## src/rtl/tnn_serial_frontend.sv

```systemverilog
// tnn_serial_frontend: serial-to-parallel front end for a combinational TNN
// classifier. It packs streamed feature beats into a flat vector, holds the
// vector while the classifier settles, captures the prediction and hands it
// off on a registered valid/ready output.
//
// Handshake rule for both streams: a transfer happens on a rising edge where
// valid && ready are both high. A producer keeps valid and its payload stable
// until that edge. in_ready depends only on the FSM state and rst, never on
// in_valid. out_valid depends only on the FSM state, never on out_ready.
module tnn_serial_frontend #(
  parameter int FEAT_CNT      = 11,
  parameter int FEAT_BITS     = 4,
  parameter int CLASS_CNT     = 7,
  parameter int SETTLE_CYCLES = 2,
  parameter int CNT_BITS      = 16,
  localparam int PRED_W       = $clog2(CLASS_CNT),
  localparam int VEC_W        = FEAT_CNT * FEAT_BITS
) (
  input  logic                 clk,
  input  logic                 rst,
  input  logic                 in_valid,
  output logic                 in_ready,
  input  logic [FEAT_BITS-1:0] in_data,
  input  logic                 in_last,
  output logic [VEC_W-1:0]     features,
  input  logic [PRED_W-1:0]    pred_in,
  output logic                 out_valid,
  input  logic                 out_ready,
  output logic [PRED_W-1:0]    out_pred,
  output logic                 frame_err,
  output logic [CNT_BITS-1:0]  frame_cnt,
  output logic [1:0]           dbg_state
);

  localparam int BEAT_W = $clog2(FEAT_CNT + 1);
  localparam logic [BEAT_W-1:0] LAST_BEAT   = BEAT_W'(FEAT_CNT - 1);
  localparam logic [7:0]        SETTLE_LOAD = 8'(SETTLE_CYCLES - 1);

  typedef enum logic [1:0] {
    ST_LOAD   = 2'd0,
    ST_SETTLE = 2'd1,
    ST_OUT    = 2'd2
  } state_t;

  state_t                r_state;
  logic [BEAT_W-1:0]     r_beat;
  logic [7:0]            r_settle;
  logic [VEC_W-1:0]      r_features;
  logic                  r_out_valid;
  logic [PRED_W-1:0]     r_out_pred;
  logic                  r_frame_err;
  logic [CNT_BITS-1:0]   r_frame_cnt;
  logic                  w_in_hs;

  // Beat acceptance is gated by state and by reset itself, so no beat can
  // slip in while rst is held.
  assign in_ready  = (r_state == ST_LOAD) && !rst;
  assign w_in_hs   = in_valid && in_ready;

  assign features  = r_features;
  assign out_valid = r_out_valid;
  assign out_pred  = r_out_pred;
  assign frame_err = r_frame_err;
  assign frame_cnt = r_frame_cnt;
  assign dbg_state = r_state;

  // Main FSM: LOAD packs beats, SETTLE waits for the classifier, OUT hands off.
  always_ff @(posedge clk) begin
    if (rst) begin
      r_state     <= ST_LOAD;
      r_beat      <= '0;
      r_settle    <= '0;
      r_features  <= '0;
      r_out_valid <= 1'b0;
      r_out_pred  <= '0;
      r_frame_err <= 1'b0;
      r_frame_cnt <= '0;
    end else begin
      case (r_state)
        ST_LOAD: begin
          if (w_in_hs) begin
            // First beat ends up in the MSB slice (feature 0).
            r_features <= {r_features[VEC_W-FEAT_BITS-1:0], in_data};
            if (r_beat == LAST_BEAT) begin
              r_beat   <= '0;
              r_settle <= SETTLE_LOAD;
              r_state  <= ST_SETTLE;
              if (!in_last) begin
                r_frame_err <= 1'b1;
              end
            end else if (in_last) begin
              // Short frame: flag it and drop the partial sample.
              r_beat      <= '0;
              r_frame_err <= 1'b1;
            end else begin
              r_beat <= r_beat + BEAT_W'(1);
            end
          end
        end
        ST_SETTLE: begin
          if (r_settle != 8'd0) begin
            r_settle <= r_settle - 8'd1;
          end else begin
            r_out_pred  <= pred_in;
            r_out_valid <= 1'b1;
            r_state     <= ST_OUT;
          end
        end
        ST_OUT: begin
          if (r_out_valid && out_ready) begin
            r_out_valid <= 1'b0;
            r_frame_cnt <= r_frame_cnt + CNT_BITS'(1);
            r_state     <= ST_LOAD;
          end
        end
        default: begin
          r_state <= ST_LOAD;
        end
      endcase
    end
  end

endmodule

```

## config.mk

```make
export PLATFORM = sky130hd
export DESIGN_NAME = tnn_serial_frontend
export DESIGN_NICKNAME = d
export VERILOG_FILES = /design/src/rtl/tnn_serial_frontend.sv
export SDC_FILE = /design/constraint.sdc
export NUM_CORES = 1
export LEC_CHECK = 0
export ABC_AREA = 0
export ABC_CLOCK_PERIOD_IN_PS = 2000
export BUFFER_PORTS_ARGS = -buffer_cell sky130_fd_sc_hd__buf_2
export CORE_ASPECT_RATIO = 0.7
export CORE_UTILIZATION = 53
export DETAILED_ROUTE_END_ITERATION = 10
export HOLD_SLACK_MARGIN = 0.02
export PLACE_DENSITY = 0.79
export SYNTH_ARGS = -nofsm -noshare
export SYNTH_HDL_FRONTEND = slang
export SYNTH_SLANG_ARGS = --single-unit
```

## constraint.sdc

```tcl
create_clock -name clk -period 2 [get_ports clk]
set_input_delay 0.2 -clock clk [delete_from_list [all_inputs] [get_ports clk]]
set_output_delay 0.2 -clock clk [all_outputs]
set_load 0.02 [all_outputs]
```

Yosys cells after proc, flatten, opt, wreduce, memory -nomap -nowiden:

Cells that the tools add are included.

* register bits: 79
* latch bits: 0
* bits in writable memories: 0
* memory bits (read-only): 0
* output and inout bits: 68
* word-level logic and storage cells: 54
* memories: 0

* $add $sub $neg: 3
* multiply operators: 0
* divide/modulo/power cells: 0
* order comparisons: 0
* equal/unequal tests: 9
* shift operators: 0
* mux-type cells: 17
* bitwise logic cells: 1
* reduce and logical (&&, ||, !) cells: 16

Operator list (count)
* 2-to-1 mux 8 bit: 3
* adder 16 x 1 -> 16 bit (second input constant): 1
* one-hot mux 8 bit (2 select lines): 1
* AND reduction 4 bit: 3
* != test 2 bit (second input constant): 5
* 2-to-1 mux 2 bit: 4
* 2-to-1 mux 4 bit: 2
* nonzero test 8 bit: 1
* subtractor 8 x 1 -> 8 bit (second input constant): 1
* one-hot mux 2 bit (3 select lines): 1
* AND reduction 2 bit: 3
* nonzero test 2 bit: 3
* 2-to-1 mux 1 bit: 5
* adder 4 x 1 -> 4 bit (second input constant): 1
* equality test 4 bit (second input constant): 1
* logical AND 1 bit: 3
* AND reduction 3 bit: 1
* equality test 2 x 1 -> 1 bit (second input constant): 1
* equality test 2 bit (second input constant): 1
* logical NOT 2 bit: 1
* != test 2 x 1 -> 1 bit (second input constant): 1
* one-hot mux 1 bit (2 select lines): 1
* logical NOT 1 bit: 1
* NOT 1 bit: 1

Longest topological paths before layout:

* word-level depth: 5
* gate-level depth with buffers: 8
* mapped depth without buffers: 6

Least setup slack after synthesis:

No wires, ideal clock.

* path kind: register to register
* start: register r_settle[0]
* end: register r_out_pred[2], in the netlist out_pred[2]
* setup time: 128 ps
* data arrival time: 1638 ps
* setup slack: 234 ps
* stages on the path, launching flop included: 8
* buffers on the path: 1
* period minus slack after synthesis: 1766 ps
* path through: dfxtp_1 > inv_1 > ha_1 > or3b_2 > clkbuf_1 > nand3b_1 > mux2i_1 > nor2_1

* word-level cells in the longest chain between the ends: 3

RTL lines
* from (decl): RTL line 47 `logic [7:0] r_settle;`
* from (signal assigned): RTL line 102 `r_settle <= r_settle - 8'd1;`
* nonzero test 8 bit: RTL line 101 `if (r_settle != 8'd0) begin`
* NOT 1 bit (no line)
* AND reduction 2 bit (no line)
* to (signal assigned): RTL line 104 `r_out_pred <= pred_in;`
* to (decl): RTL line 50 `logic [PRED_W-1:0] r_out_pred;`

No other way between the ends.
A chain may end at the register's enable or synchronous reset.

Final worst setup path:

* start: register r_settle[0]
* end: register r_state[1], in the netlist dbg_state[1]

* word-level cells in the longest chain between the ends: 3

RTL lines
* nonzero test 8 bit: RTL line 101
* != test 2 bit (no line)
* AND reduction 4 bit (no line)
* to (signal assigned): RTL line 106 `r_state <= ST_OUT;`
* to (signal assigned): RTL line 113 `r_state <= ST_LOAD;`
* to (signal assigned): RTL line 117 `r_state <= ST_LOAD;`
* to (decl): RTL line 45 `state_t r_state;`

No other way between the ends.

==> results.json <==
{
  "synthTopCellsByArea": "dfxtp_1 (49%), nand3b_1 (11%), nand2_1 (11%)",
  "syn_area_sq_um": 3250,
  "drc": 0,
  "synth_top_cell_by_area": "dfxtp_1",
  "fmax_mhz": 529,
  "ant_nets": 0,
  "critPathLaunchType": "flop",
  "hold_viol": 0,
  "syn_inst": 378,
  "synth_cell_type_count": 41,
  "vdd.ir_drop.worst_mv": 0.454,
  "cts_tree": "yes",
  "final_nets": 473,
  "insertion_delay_ns": 0.35,
  "min_period_ns": 1.89,
  "drv_cap": 0,
  "cts_buffers": 9,
  "worstPathMaxFanout": 7,
  "layout-drive-gt1-share": 0.252,
  "dr.first_iter.drc_count": 97,
  "port_buffers": 79,
  "core_sq_um": 5810,
  "routed-via-count": 2767,
  "fp.dieW_um": 95.6,
  "p_leak_nw": 1.91,
  "die_h_um": 67.6,
  "num_antenna_cells": 0,
  "ys_async_sr_fraction": 0,
  "overflow": 0,
  "grt_pass1_vias": 2434,
  "p_comb_frac": 0.047,
  "h-tree-depth": 3,
  "switchingPower_w": 0.000687,
  "grt_max_degree": 48,
  "root_buffer": "clkbuf_8",
  "synth_flop_cell": "dfxtp_1",
  "start_util": 0.560,
  "slew_violations": 0,
  "fin_worst_skew_ns": 0.0137,
  "cp.arrival_ns": 2.17,
  "ys_warn_count": 0,
  "cts.sinks": 79,
  "grt_pass1_wl_um": 11000,
  "synth_edf_count": 0,
  "fp-row-count": 23,
  "max_slew_margin": 0.664,
  "endpoint_kind": "flop",
  "p_int_w": 0.00238,
  "avgSynthCellArea_sq_um": 8.61,
  "wl_per_cell_um": 12.8,
  "syn_nets": 395,
  "p_sw_frac": 0.224,
  "p_seq_frac": 0.522,
  "dr.pass1.iters": 5,
  "routed_wl_um": 6840,
  "clock_power_share": 0.431,
  "hp-class": "in -> reg",
  "antenna_found_initial": 0,
  "track_usage": 0.222,
  "dieArea_sq_um": 6460,
  "viasPerCell": 5.16,
  "fin_crit_sh": 0.945,
  "critPathRequiredTime_ns": 2.28,
  "area_growth_pct": 22.3,
  "p_per_area_nw_per_um2": 772,
  "status": "completed",
  "rsz0062_at_grt": "false",
  "synth_seq_area_share": 0.486,
  "final_util": 0.684,
  "hold_buffers": 0,
  "fin_setup_tns_ns": 0,
  "clkTransAtPathRegs_ns": 0.08,
  "gp_congestion": 0.785,
  "detailed_place_hpwl_um": 4540,
  "setup_viol": 0,
  "yosysMostFrequentCell": "nand2_1",
  "worstMarginPinSlew_ns": 0.500,
  "cts.path.max_buffers": 2,
  "ys_ff_latch": 79,
  "io_pins": 80,
  "synth_common_cells": "nand2_1 (96), dfxtp_1 (79), nand3b_1 (49)",
  "critical_path_class": "reg -> reg",
  "yosys.area.top_type_share": 0.486
}
==> layer usage <==
metal | track usage | vias up | share of wire
met4 | 0.0634 | 0 | 0.010
met2 | 0.373 | 59 | 0.45
met1 | 0.269 | 1266 | 0.49
met3 | 0.0800 | 6 | 0.052
li1 | - | 1436 | -
met5 | 0 | - | 0
==> metrics by stage <==
| stage | power (W) | cells | hold WS, ns | area (sq um) | worst slack [ns] |
|---|---|---|---|---|---|
| 3_3_place_gp | 0.00178 | 519 | 0.382 | 3740 | 0.216 |
| 2_1_floorplan | 0.00173 | 378 | 0.299 | 3250 | 0.234 |
| 5_1_grt | 0.00319 | 536 | 0.0319 | 3980 | 0.00715 |
| 6_report | 0.00307 | 536 | 0.0288 | 3980 | 0.110 |
| 3_5_place_dp | 0.00178 | 519 | 0.389 | 3740 | 0.136 |
| 4_1_cts | 0.00310 | 535 | 0.0214 | 3970 | 0.113 |
==> final cells by class <==
class	instances	area [sq um]
Clock buffer	10	138
Clock inverter	6	92.6
Fill cell	484	1840
Inverter	6	22.5
Multi-Input combinational cell	269	1560
Sequential cell	79	1580
Tap cell	75	93.8
Timing Repair Buffer	91	485
==> worst max-delay path, stage by stage (launching register included) <==
cell and delay, ns:
dfxtp_1 0.35, inv_1 0.11, ha_1 0.17, or3b_2 0.54, nand3b_1 0.31, buf_4 0.23
a21oi_1 0.11
==> cell usage in the layout, fill, tap and decap left out, types with 3 or more instances in the layout <==
master | synthesis | layout
nand2_1 | 96 | 96
dfxtp_1 | 79 | 79
buf_2 | 4 | 79
nand3b_1 | 49 | 49
nor2_1 | 26 | 26
a21oi_1 | 14 | 14
buf_4 | 0 | 12
clkbuf_8 | 0 | 10
nor3_1 | 8 | 8
xnor2_1 | 8 | 8
xor2_1 | 7 | 7
nand3_1 | 7 | 7
inv_1 | 6 | 6
nand4_1 | 6 | 6
ha_1 | 5 | 5
mux2i_1 | 4 | 4
o211ai_1 | 3 | 3
or4_1 | 3 | 3
o21ai_0 | 3 | 3
==> timing repair <==
item                                   CTS  global route
buffers inserted                         0             1
setup endpoints to repair                0             4
endpoints found under the hold margin    0             0
gates resized for setup                  0             1
==> worst paths after layout <==
| kind | from | cells after the start | slack, ns | end |
|---|---|---|---|---|
| worst max register to register | r_settle[0] | 6 | 0.11 | dbg_state[1] |
| worst max-delay path | r_settle[0] | 6 | 0.11 | dbg_state[1] |
| worst min-delay path | in_data[1] | 3 | 0.03 | features[1] |
| worst min register to register | features[18] | 2 | 0.45 | features[22] |
==> power by group through the flow <==
stage          combinational (W)  sequential [W]  clock, W
2_1_floorplan          0.0000787         0.00166         0
3_3_place_gp            0.000145         0.00164         0
3_5_place_dp            0.000146         0.00164         0
4_1_cts                 0.000146         0.00160   0.00135
5_1_grt                 0.000159         0.00160   0.00143
6_report                0.000145         0.00160   0.00132
==> sequential cells by signal, indices dropped and copies added (netlist names) <==
register	count
frame_cnt	16
dbg_state	2
r_beat	4
r_settle	8
features	44
out_pred	3
out_valid	1
frame_err	1
==> kinds of logic after synthesis <==
family,count (synthesis),synth area share
AO/OA/AOI/OAI,31,0.0604
adder cells (fa/ha/maj),5,0.0192
flip-flops,79,0.486
multiplexers,5,0.0158
AND/OR/NAND/NOR,213,0.342
XOR/XNOR,15,0.0404
buffers and inverters,30,0.0362
(Power assumes the default switching activity.)
